### src/rtl/fx_vector_accumulator_if.sv
// rtl/fx_vector_accumulator_if.sv - sample stream, f(x) core and result signals of the vector accumulator
interface fx_vector_accumulator_if #(
    parameter int N_W = 16
);
    logic           start;
    logic [N_W-1:0] n;
    logic [31:0]    x_data;
    logic           x_valid;
    logic           x_ready;
    logic [31:0]    core_x;
    logic           core_start;
    logic           core_done;
    logic [31:0]    core_result;
    logic [31:0]    result;
    logic           done;

    // master: CPU, sample buffer and f(x) core side; slave: the accumulator
    modport master (
        output start, n, x_data, x_valid, core_done, core_result,
        input  x_ready, core_x, core_start, result, done
    );

    modport slave (
        input  start, n, x_data, x_valid, core_done, core_result,
        output x_ready, core_x, core_start, result, done
    );
endinterface

### src/rtl/fx_vector_accumulator.sv
// rtl/fx_vector_accumulator.sv - sequences samples through the f(x) core and sums results in FP32
module fp_add #(
    parameter int LAT = 3
) (
    input  logic        clk,
    input  logic        areset,
    input  logic        en,
    input  logic [31:0] a,
    input  logic [31:0] b,
    output logic [31:0] q
);
    // Round-to-nearest-even FP32 add; denormals kept, NaN quieted and passed on.
    function automatic logic [31:0] fp32_add(input logic [31:0] fa, input logic [31:0] fb);
        logic [31:0] x;
        logic [31:0] y;
        logic [7:0]  ex;
        logic [7:0]  ey;
        logic [23:0] mx;
        logic [23:0] my;
        logic [8:0]  d;
        logic [54:0] t;
        logic [26:0] ys;
        logic [27:0] s;
        logic [26:0] m;
        logic [9:0]  e;
        logic [4:0]  sh;
        logic [30:0] packed_r;
        logic        inc;
        logic        same;
        logic        found;
        fp32_add = 32'h0;
        if (fa[30:23] == 8'hFF || fb[30:23] == 8'hFF) begin
            if (fa[30:23] == 8'hFF && fa[22:0] != 23'h0)
                fp32_add = fa | 32'h0040_0000;
            else if (fb[30:23] == 8'hFF && fb[22:0] != 23'h0)
                fp32_add = fb | 32'h0040_0000;
            else if (fa[30:23] == 8'hFF && fb[30:23] == 8'hFF)
                fp32_add = (fa[31] == fb[31]) ? fa : 32'h7FC0_0000;
            else
                fp32_add = (fa[30:23] == 8'hFF) ? fa : fb;
        end else begin
            if (fa[30:0] < fb[30:0]) begin
                x = fb;
                y = fa;
            end else begin
                x = fa;
                y = fb;
            end
            same = (x[31] == y[31]);
            ex   = (x[30:23] == 8'h0) ? 8'd1 : x[30:23];
            ey   = (y[30:23] == 8'h0) ? 8'd1 : y[30:23];
            mx   = {x[30:23] != 8'h0, x[22:0]};
            my   = {y[30:23] != 8'h0, y[22:0]};
            d    = {1'b0, ex} - {1'b0, ey};
            if (d > 9'd31)
                d = 9'd31;
            // three extra bits below the mantissa: guard, round, sticky
            t  = {my, 31'b0} >> d;
            ys = {t[54:29], t[28] | (|t[27:0])};
            s  = same ? ({1'b0, mx, 3'b000} + {1'b0, ys})
                      : ({1'b0, mx, 3'b000} - {1'b0, ys});
            e  = {2'b00, ex};
            if (s[27]) begin
                m = {s[27:2], s[1] | s[0]};
                e = e + 10'd1;
            end else begin
                m = s[26:0];
            end
            if (m == 27'h0) begin
                fp32_add = same ? {x[31], 31'h0} : 32'h0;
            end else begin
                sh    = 5'd0;
                found = 1'b0;
                for (int i = 26; i >= 0; i--) begin
                    if (!found) begin
                        if (m[i])
                            found = 1'b1;
                        else
                            sh = sh + 5'd1;
                    end
                end
                // never normalise below the minimum exponent; that yields a denormal
                if (10'(sh) >= e)
                    sh = 5'(e - 10'd1);
                m = m << sh;
                e = e - 10'(sh);
                if (!m[26])
                    e = 10'd0;
                if (e >= 10'd255) begin
                    fp32_add = {x[31], 8'hFF, 23'h0};
                end else begin
                    inc      = m[2] & (m[1] | m[0] | m[3]);
                    packed_r = {e[7:0], m[25:3]} + {30'h0, inc};
                    fp32_add = {x[31], packed_r};
                end
            end
        end
    endfunction

    logic [31:0] sum_c;
    logic [31:0] pipe [LAT];

    assign sum_c = fp32_add(a, b);

    always_ff @(posedge clk) begin
        if (areset) begin
            for (int i = 0; i < LAT; i++)
                pipe[i] <= 32'h0;
        end else if (en) begin
            pipe[0] <= sum_c;
            for (int i = 1; i < LAT; i++)
                pipe[i] <= pipe[i-1];
        end
    end

    assign q = pipe[LAT-1];
endmodule

module fx_vector_accumulator #(
    parameter int ADD_LAT = 3,
    parameter int N_W     = 16
) (
    input  logic                   clk,
    input  logic                   reset,
    input  logic                   clk_en,
    fx_vector_accumulator_if.slave bus
);
    typedef enum logic [2:0] {
        S_IDLE,
        S_FETCH,
        S_WAIT,
        S_ACC,
        S_FIN
    } state_t;

    localparam int CW = $clog2(ADD_LAT + 2);

    state_t         state;
    state_t         state_nxt;
    logic [N_W-1:0] remaining;
    logic [31:0]    acc;
    logic [31:0]    core_x;
    logic [31:0]    res_hold;
    logic [31:0]    result;
    logic [31:0]    sum_q;
    logic           core_start;
    logic           done;
    logic [CW-1:0]  add_cnt;

    logic clear;
    logic ready_c;
    logic run_start;
    logic accept;
    logic capture;
    logic retire;
    logic add_en;
    logic fin;

    // clk_en low behaves exactly like reset
    assign clear = reset | ~clk_en;

    always_comb begin
        state_nxt = state;
        ready_c   = 1'b0;
        run_start = 1'b0;
        accept    = 1'b0;
        capture   = 1'b0;
        retire    = 1'b0;
        add_en    = 1'b0;
        fin       = 1'b0;
        case (state)
            S_IDLE: begin
                if (bus.start) begin
                    run_start = 1'b1;
                    state_nxt = (bus.n == '0) ? S_FIN : S_FETCH;
                end
            end
            S_FETCH: begin
                ready_c = 1'b1;
                if (bus.x_valid) begin
                    accept    = 1'b1;
                    state_nxt = S_WAIT;
                end
            end
            S_WAIT: begin
                if (bus.core_done) begin
                    capture   = 1'b1;
                    state_nxt = S_ACC;
                end
            end
            S_ACC: begin
                add_en = 1'b1;
                if (add_cnt == CW'(ADD_LAT)) begin
                    retire    = 1'b1;
                    state_nxt = (remaining <= N_W'(1)) ? S_FIN : S_FETCH;
                end
            end
            S_FIN: begin
                fin       = 1'b1;
                state_nxt = S_IDLE;
            end
            default: state_nxt = S_IDLE;
        endcase
        // an aborted cycle must not consume the upstream handshake
        if (clear) begin
            state_nxt = S_IDLE;
            ready_c   = 1'b0;
            run_start = 1'b0;
            accept    = 1'b0;
            capture   = 1'b0;
            retire    = 1'b0;
            add_en    = 1'b0;
            fin       = 1'b0;
        end
    end

    always_ff @(posedge clk) begin
        if (clear)
            state <= S_IDLE;
        else
            state <= state_nxt;
    end

    always_ff @(posedge clk) begin
        if (clear) begin
            remaining  <= '0;
            acc        <= 32'h0;
            core_x     <= 32'h0;
            res_hold   <= 32'h0;
            result     <= 32'h0;
            core_start <= 1'b0;
            done       <= 1'b0;
            add_cnt    <= '0;
        end else begin
            core_start <= accept;
            done       <= fin;
            if (run_start) begin
                remaining <= bus.n;
                acc       <= 32'h0;
            end
            if (accept)
                core_x <= bus.x_data;
            if (capture) begin
                res_hold <= bus.core_result;
                add_cnt  <= '0;
            end else if (add_en) begin
                add_cnt <= add_cnt + CW'(1);
            end
            if (retire) begin
                acc       <= sum_q;
                remaining <= (remaining != '0) ? remaining - N_W'(1) : '0;
            end
            if (fin)
                result <= acc;
        end
    end

    // operands stay stable through ACC, so after ADD_LAT enabled cycles q is acc + res_hold
    fp_add #(
        .LAT (ADD_LAT)
    ) u_fp_add (
        .clk    (clk),
        .areset (reset),
        .en     (add_en),
        .a      (acc),
        .b      (res_hold),
        .q      (sum_q)
    );

    assign bus.x_ready    = ready_c;
    assign bus.core_x     = core_x;
    assign bus.core_start = core_start;
    assign bus.result     = result;
    assign bus.done       = done;
endmodule

### src/flat_wrapper.sv
// flat-port wrapper written by rule: the top's interface ports become plain ports
module fx_vector_accumulator_flat 
#(
    parameter int ADD_LAT = 3,
    parameter int N_W     = 16
)
  (clk, reset, clk_en, bus_start, bus_n, bus_x_data, bus_x_valid, bus_core_done, bus_core_result, bus_x_ready, bus_core_x, bus_core_start, bus_result, bus_done);
  fx_vector_accumulator_if #(.N_W(N_W)) bus_i ();
  input  logic clk;
  input  logic reset;
  input  logic clk_en;
  input wire logic [$bits(bus_i.start)-1:0] bus_start;
  input wire logic [$bits(bus_i.n)-1:0] bus_n;
  input wire logic [$bits(bus_i.x_data)-1:0] bus_x_data;
  input wire logic [$bits(bus_i.x_valid)-1:0] bus_x_valid;
  input wire logic [$bits(bus_i.core_done)-1:0] bus_core_done;
  input wire logic [$bits(bus_i.core_result)-1:0] bus_core_result;
  output wire logic [$bits(bus_i.x_ready)-1:0] bus_x_ready;
  output wire logic [$bits(bus_i.core_x)-1:0] bus_core_x;
  output wire logic [$bits(bus_i.core_start)-1:0] bus_core_start;
  output wire logic [$bits(bus_i.result)-1:0] bus_result;
  output wire logic [$bits(bus_i.done)-1:0] bus_done;
  assign bus_i.start = bus_start;
  assign bus_i.n = bus_n;
  assign bus_i.x_data = bus_x_data;
  assign bus_i.x_valid = bus_x_valid;
  assign bus_i.core_done = bus_core_done;
  assign bus_i.core_result = bus_core_result;
  assign bus_x_ready = bus_i.x_ready;
  assign bus_core_x = bus_i.core_x;
  assign bus_core_start = bus_i.core_start;
  assign bus_result = bus_i.result;
  assign bus_done = bus_i.done;
  fx_vector_accumulator #(.ADD_LAT(ADD_LAT), .N_W(N_W)) u_core (.clk(clk), .reset(reset), .clk_en(clk_en), .bus(bus_i));
endmodule
### config.mk
export PLATFORM = sky130hd
export DESIGN_NAME = fx_vector_accumulator_flat
export DESIGN_NICKNAME = d
export VERILOG_FILES = /design/src/rtl/fx_vector_accumulator_if.sv /design/src/rtl/fx_vector_accumulator.sv /design/src/flat_wrapper.sv
export SDC_FILE = /design/constraint.sdc
export NUM_CORES = 1
export LEC_CHECK = 0
export ABC_AREA = 1
export CAP_MARGIN = 15
export CORE_UTILIZATION = 54
export CTS_BUF_LIST = sky130_fd_sc_hd__clkbuf_4 sky130_fd_sc_hd__clkbuf_8
export CTS_CLUSTER_DIAMETER = 200
export DETAILED_ROUTE_END_ITERATION = 8
export PLACE_DENSITY = 0.74
export SETUP_SLACK_MARGIN = 0.02
export SLEW_MARGIN = 20
export SYNTH_ARGS = -nofsm -noshare
export SYNTH_HDL_FRONTEND = slang
export SYNTH_HIERARCHICAL = 1
export SYNTH_SLANG_ARGS = --single-unit
### constraint.sdc
create_clock -name clk -period 24.2 [get_ports clk]
set_input_delay 4.84 -clock clk [delete_from_list [all_inputs] [get_ports clk]]
set_output_delay 4.84 -clock clk [all_outputs]
set_load 0.02 [all_outputs]
=== Word-level counts from Yosys, hierarchy flattened ===
Memory sizes are Yosys's and may differ from the RTL's.
Cells that the tools add are included.
Widths: inputs -> output; s select.

* Register bits: 152
* Bits in writable memories: 96
* Input bits: 86
* Word-level logic and storage cells: 369
* Memories kept: 1

* $add $sub $neg: 35
* Magnitude comparators: 5
* Eq/ne operators: 13
* Shifts and indexed selects: 2
* Muxes and demuxes: 276
* Bitwise logic cells: 10
* Reduce and logical (&&, ||, !) cells: 18

{| class="wikitable"
|+ Memories
! name !! words !! width !! rd ports !! clocked after Yosys merged registers in !! wr ports !! RTL line !! text
|-
| u_core.u_fp_add.pipe || 3 || 32 || 3 || 0 || 3 || fx_vector_accumulator.sv:101 || <nowiki>logic [31:0] pipe [LAT];</nowiki>
|}

{| class="wikitable"
|+ Operators with widths
! cell !! count
|-
| $mux 5 || 109
|-
| $mux 32 || 17
|-
| $add 5x1->5 const B || 26
|-
| $mux 1 || 127
|-
| $shr 55x9->55 || 1
|-
| $mux 27 || 2
|-
| $mux 16 || 3
|-
| $reduce_bool 23->1 || 2
|-
| $mux 10 || 4
|-
| $add 31x1->31 || 1
|-
| $lt 31x31->1 || 1
|-
| $mux 31 || 1
|-
| $add 27x27->28 || 1
|-
| $mux 28 || 1
|-
| $reduce_or 28->1 || 1
|-
| $sub 27x27->28 || 1
|-
| $logic_not 27->1 || 1
|-
| $mux 9 || 3
|-
| $shl 27x5->27 || 1
|-
| $mux 3 || 6
|-
| $eq 8x8->1 const B || 2
|-
| $le 16x1->1 const B || 1
|-
| $logic_not 16->1 || 1
|-
| $logic_not 8->1 || 2
|-
| other kinds (28) || 44
|}

=== Longest topological paths before layout ===
* Depth in word-level cells: 163
* Gate-level depth with buffers: 167
* Depth with buffers taken out: 163

=== Modules after synthesis ===
Netlist, hierarchy kept.

{| class="wikitable"
|+ Modules (own cells, without submodules)
! module !! times used !! cells each !! area an instance (sq um)
|-
| fp_add || 1 || 3010 || 17279.1
|-
| fx_vector_accumulator || 1 || 804 || 6077.1
|}

=== Worst setup path before layout ===
Ideal clock, no wire load.

* Kind: reg2reg
* Start point: register u_core.res_hold[14]
* End point: memory u_core.u_fp_add.pipe[0][10] (data pin)
* Setup time: 266 ps
* Arrival time: 19536 ps
* Data required time: 23934 ps
* Path slack: 4397 ps
* Cell stages (with the launch flop): 140
* Clock period less this slack: 19803 ps
* Cell sequence: dfxtp_1 -> inv_1 -> ha_1 -> nand2_1 -> nor2_1 -> nand2_1 -> nor2_1 -> nor2_1 -> nand2_1 -> nand2_1 -> nand2_4 -> buf_2 -> clkbuf_1 -> clkbuf_1 -> o21ai_1 -> nor4_1 -> a21oi_1 -> ha_1 -> [... 104 more ...] -> a211oi_1 -> nor2_1 -> nor2_1 -> nor2_1 -> nor2_1 -> nand2_1 -> inv_1 -> nand2_1 -> xor2_1 -> inv_1 -> nand3_1 -> nor2_1 -> a21oi_4 -> nand2_2 -> inv_2 -> buf_6 -> a21oi_1 -> nor2_1

{| class="wikitable"
|+ RTL lines
! item !! RTL line !! text
|-
| start: declaration || fx_vector_accumulator.sv:143 || <nowiki>logic [31:0] res_hold;</nowiki>
|-
| start signal: assignment || fx_vector_accumulator.sv:244 || <nowiki>res_hold <= bus.core_result;</nowiki>
|-
| end: declaration || fx_vector_accumulator.sv:101 ||
|}

==> flow_summary.ini <==
[sta]
period_share = 0.914
min_period_ps = 22130
slew_headroom = 0.282
setup_viol = 0
clock.fmax_mhz = 45.2
rsz0062_at_grt = no
whs_ps = 462
hold_viol = 0
tns_ps = 0
worst_pin_slew_ps = 1080
slew_viol_final = 0
finalClockSkew_ps = 22.7

[grt]
grt_pass1_wl_um = 120000
grt_pass1_vias = 22081
grt-ovfl-total = 0
grt_util_all_layers = 0.340
antenna_found_initial = 0
grt_max_degree = 97

[synth]
ys_seq_elements = 248
ys_async_sr_fraction = 0
synthesis.area_sq_mm = 0.0234
synth-main-ff-cell = dfxtp_1
ys_warn_count = 6
syn-instance-count = 3814
syn_area_per_cell_sq_um = 6.12
synth_nets = 4033
seq_area_frac_synth = 0.254
synth_cell_type_count = 60
synth_edf_count = 96

[placed_design]
place.gp.congestion = 1.06
port_buffers = 152
hpwlAfterDp_um = 59900
dpl_cell_area_sq_mm = 0.0248

[critical_path]
path_buf_inv = 24
crit_arrival_ps = 22380
cp_max_fo = 32
cp_common_cell = nand2_1
cp_slowest_cell = or4_1
max_stage_delay_ps = 550
critPathKind = register to register
required_ps = 24460
crit_family = simple AND/OR/NAND/NOR gates
cp-start-kind = register
crit_path_end_kind = register

[drt]
vias = 25211
drt_first_pass_iters = 6
drc_errors = 0
wl_um = 77900
final_antenna_net_count = 0
vias_per_cell = 5.65
first_iter_violations = 3115
wl_per_cell_um = 17.5

[die]
rows = 75
core_sq_mm = 0.0423
dieWidth_um = 210
dieArea_sq_mm = 0.0441
die_h_um = 210
initial_utilization = 0.552
io_pins = 153

[final_layout]
antenna-diode-count = 0
final_common_cell = nand2_1
nets = 4077
fin_util = 0.607
final_cell_area_sq_mm = 0.0257
layout-drive-gt1-share = 0.0589
final_cell_mix = nand2_1, inv_1, nand3_1
syn2layout_area_growth_pct = 10.0
fill_cells = 4263

[clocking]
path_clk_slew_ps = 70
clock_sinks = 248
cts_inserted_buffers = 39
cts_tree = built
clk_latency_ps = 560
clock-root-buffer = clkbuf_8
clock_tree.buffer_depth = 3
cts_htree_levels = 2

[run]
maxCapViolations = 0

[hold_path]
hold_class = register to register

[outcome]
status = complete, no violations
metal layers:
layer,GRT usage,vias to the layer above,routed length [um]
met5,0,-,0
met4,0.0956,0,2160
met3,0.0475,151,6820
met2,0.544,1131,34700
met1,0.477,11543,34300
li1,-,12386,-
kinds of logic after synthesis:
kind of cell	after synthesis	share of synthesized area
xor+xnor	71	0.0269
buf+inv	738	0.131
fa+ha+maj	133	0.0722
simple gates	2100	0.393
compound gates	521	0.122
flops	248	0.254
mux	3	0.00129
final timing paths:
path / startpoint / to / slack (ps) / cells past startpoint
setup reg to reg: u_core/res_hold[5]$_SDFFE_PN0P_ / u_core/u_fp_add/pipe[0][28]$_SDFFCE_PN0P_ / 2070 / 140
hold / removal: u_core/bus.core_x[8]$_SDFFE_PN0P_ / u_core/bus.core_x[8]$_SDFFE_PN0P_ / 460 / 2
setup / recovery: u_core/res_hold[5]$_SDFFE_PN0P_ / u_core/u_fp_add/pipe[0][28]$_SDFFCE_PN0P_ / 2070 / 140
hold reg to reg: u_core/bus.core_x[8]$_SDFFE_PN0P_ / u_core/bus.core_x[8]$_SDFFE_PN0P_ / 460 / 2
cells in the mapped netlist (31+ instances only):
cell type	instances	area, sq um
o21ai_1	31	155
inv_1	519	1950
nor2_1	444	1670
inv_2	32	120
nand3_1	504	2520
o21ai_0	252	1260
nand4_1	49	307
xor2_1	53	464
buf_2	45	225
a21oi_1	145	726
clkbuf_1	73	274
buf_4	44	330
edfxtp_1	96	2880
ha_1	130	1630
nand2_1	963	3610
dfxtp_1	152	3040
final cells by class:
cell class,count,area (sq um),share of cell area
sequential,248,5930,0.231
clock inverter,18,116,0.00453
clock buffer,50,626,0.0243
inverter,555,2100,0.0816
timing repair buffer,181,1740,0.0677
multi-input combinational,2832,14500,0.563
timing repair inverter,1,5.00,0.000195
tap,577,722,0.0281
worst reg2reg max path: cells and delay by family (launching register included):
kind / cells / cell delay (ps)
AO/OA/AOI/OAI: 33 / 5880
flip-flops: 1 / 430
adder cells (fa/ha/maj): 19 / 5410
AND/OR/NAND/NOR: 64 / 7480
buffers and inverters: 24 / 2630
per-stage QoR:
stage	instances	setup WS [ps]
floorplan	3814	4400
global placement	4383	1390
detailed placement	4383	962
CTS	4451	828
global route	4462	10.9
finish	4462	2070
what timing repair did:
item / in CTS / in global routing
endpoints found under the hold margin: 0 / 0
gates resized for setup: 0 / 16
buffers inserted: 0 / 6
hold buffers: 0 / 0
setup endpoints to repair: 0 / 31
registers in the layout (all words and copies together) (netlist names):
| register | cells |
|---|---|
| u_core/u_fp_add/pipe | 96 |
| u_core/acc | 32 |
| u_core/bus.core_x | 32 |
| u_core/bus.result | 32 |
| u_core/res_hold | 32 |
| u_core/remaining | 16 |
| u_core/add_cnt | 3 |
| u_core/state | 3 |
| u_core/bus.core_start | 1 |
| u_core/bus.done | 1 |
Power is not shown: default switching activity piles up to over one toggle a cycle in this logic, so the estimate is an artifact.
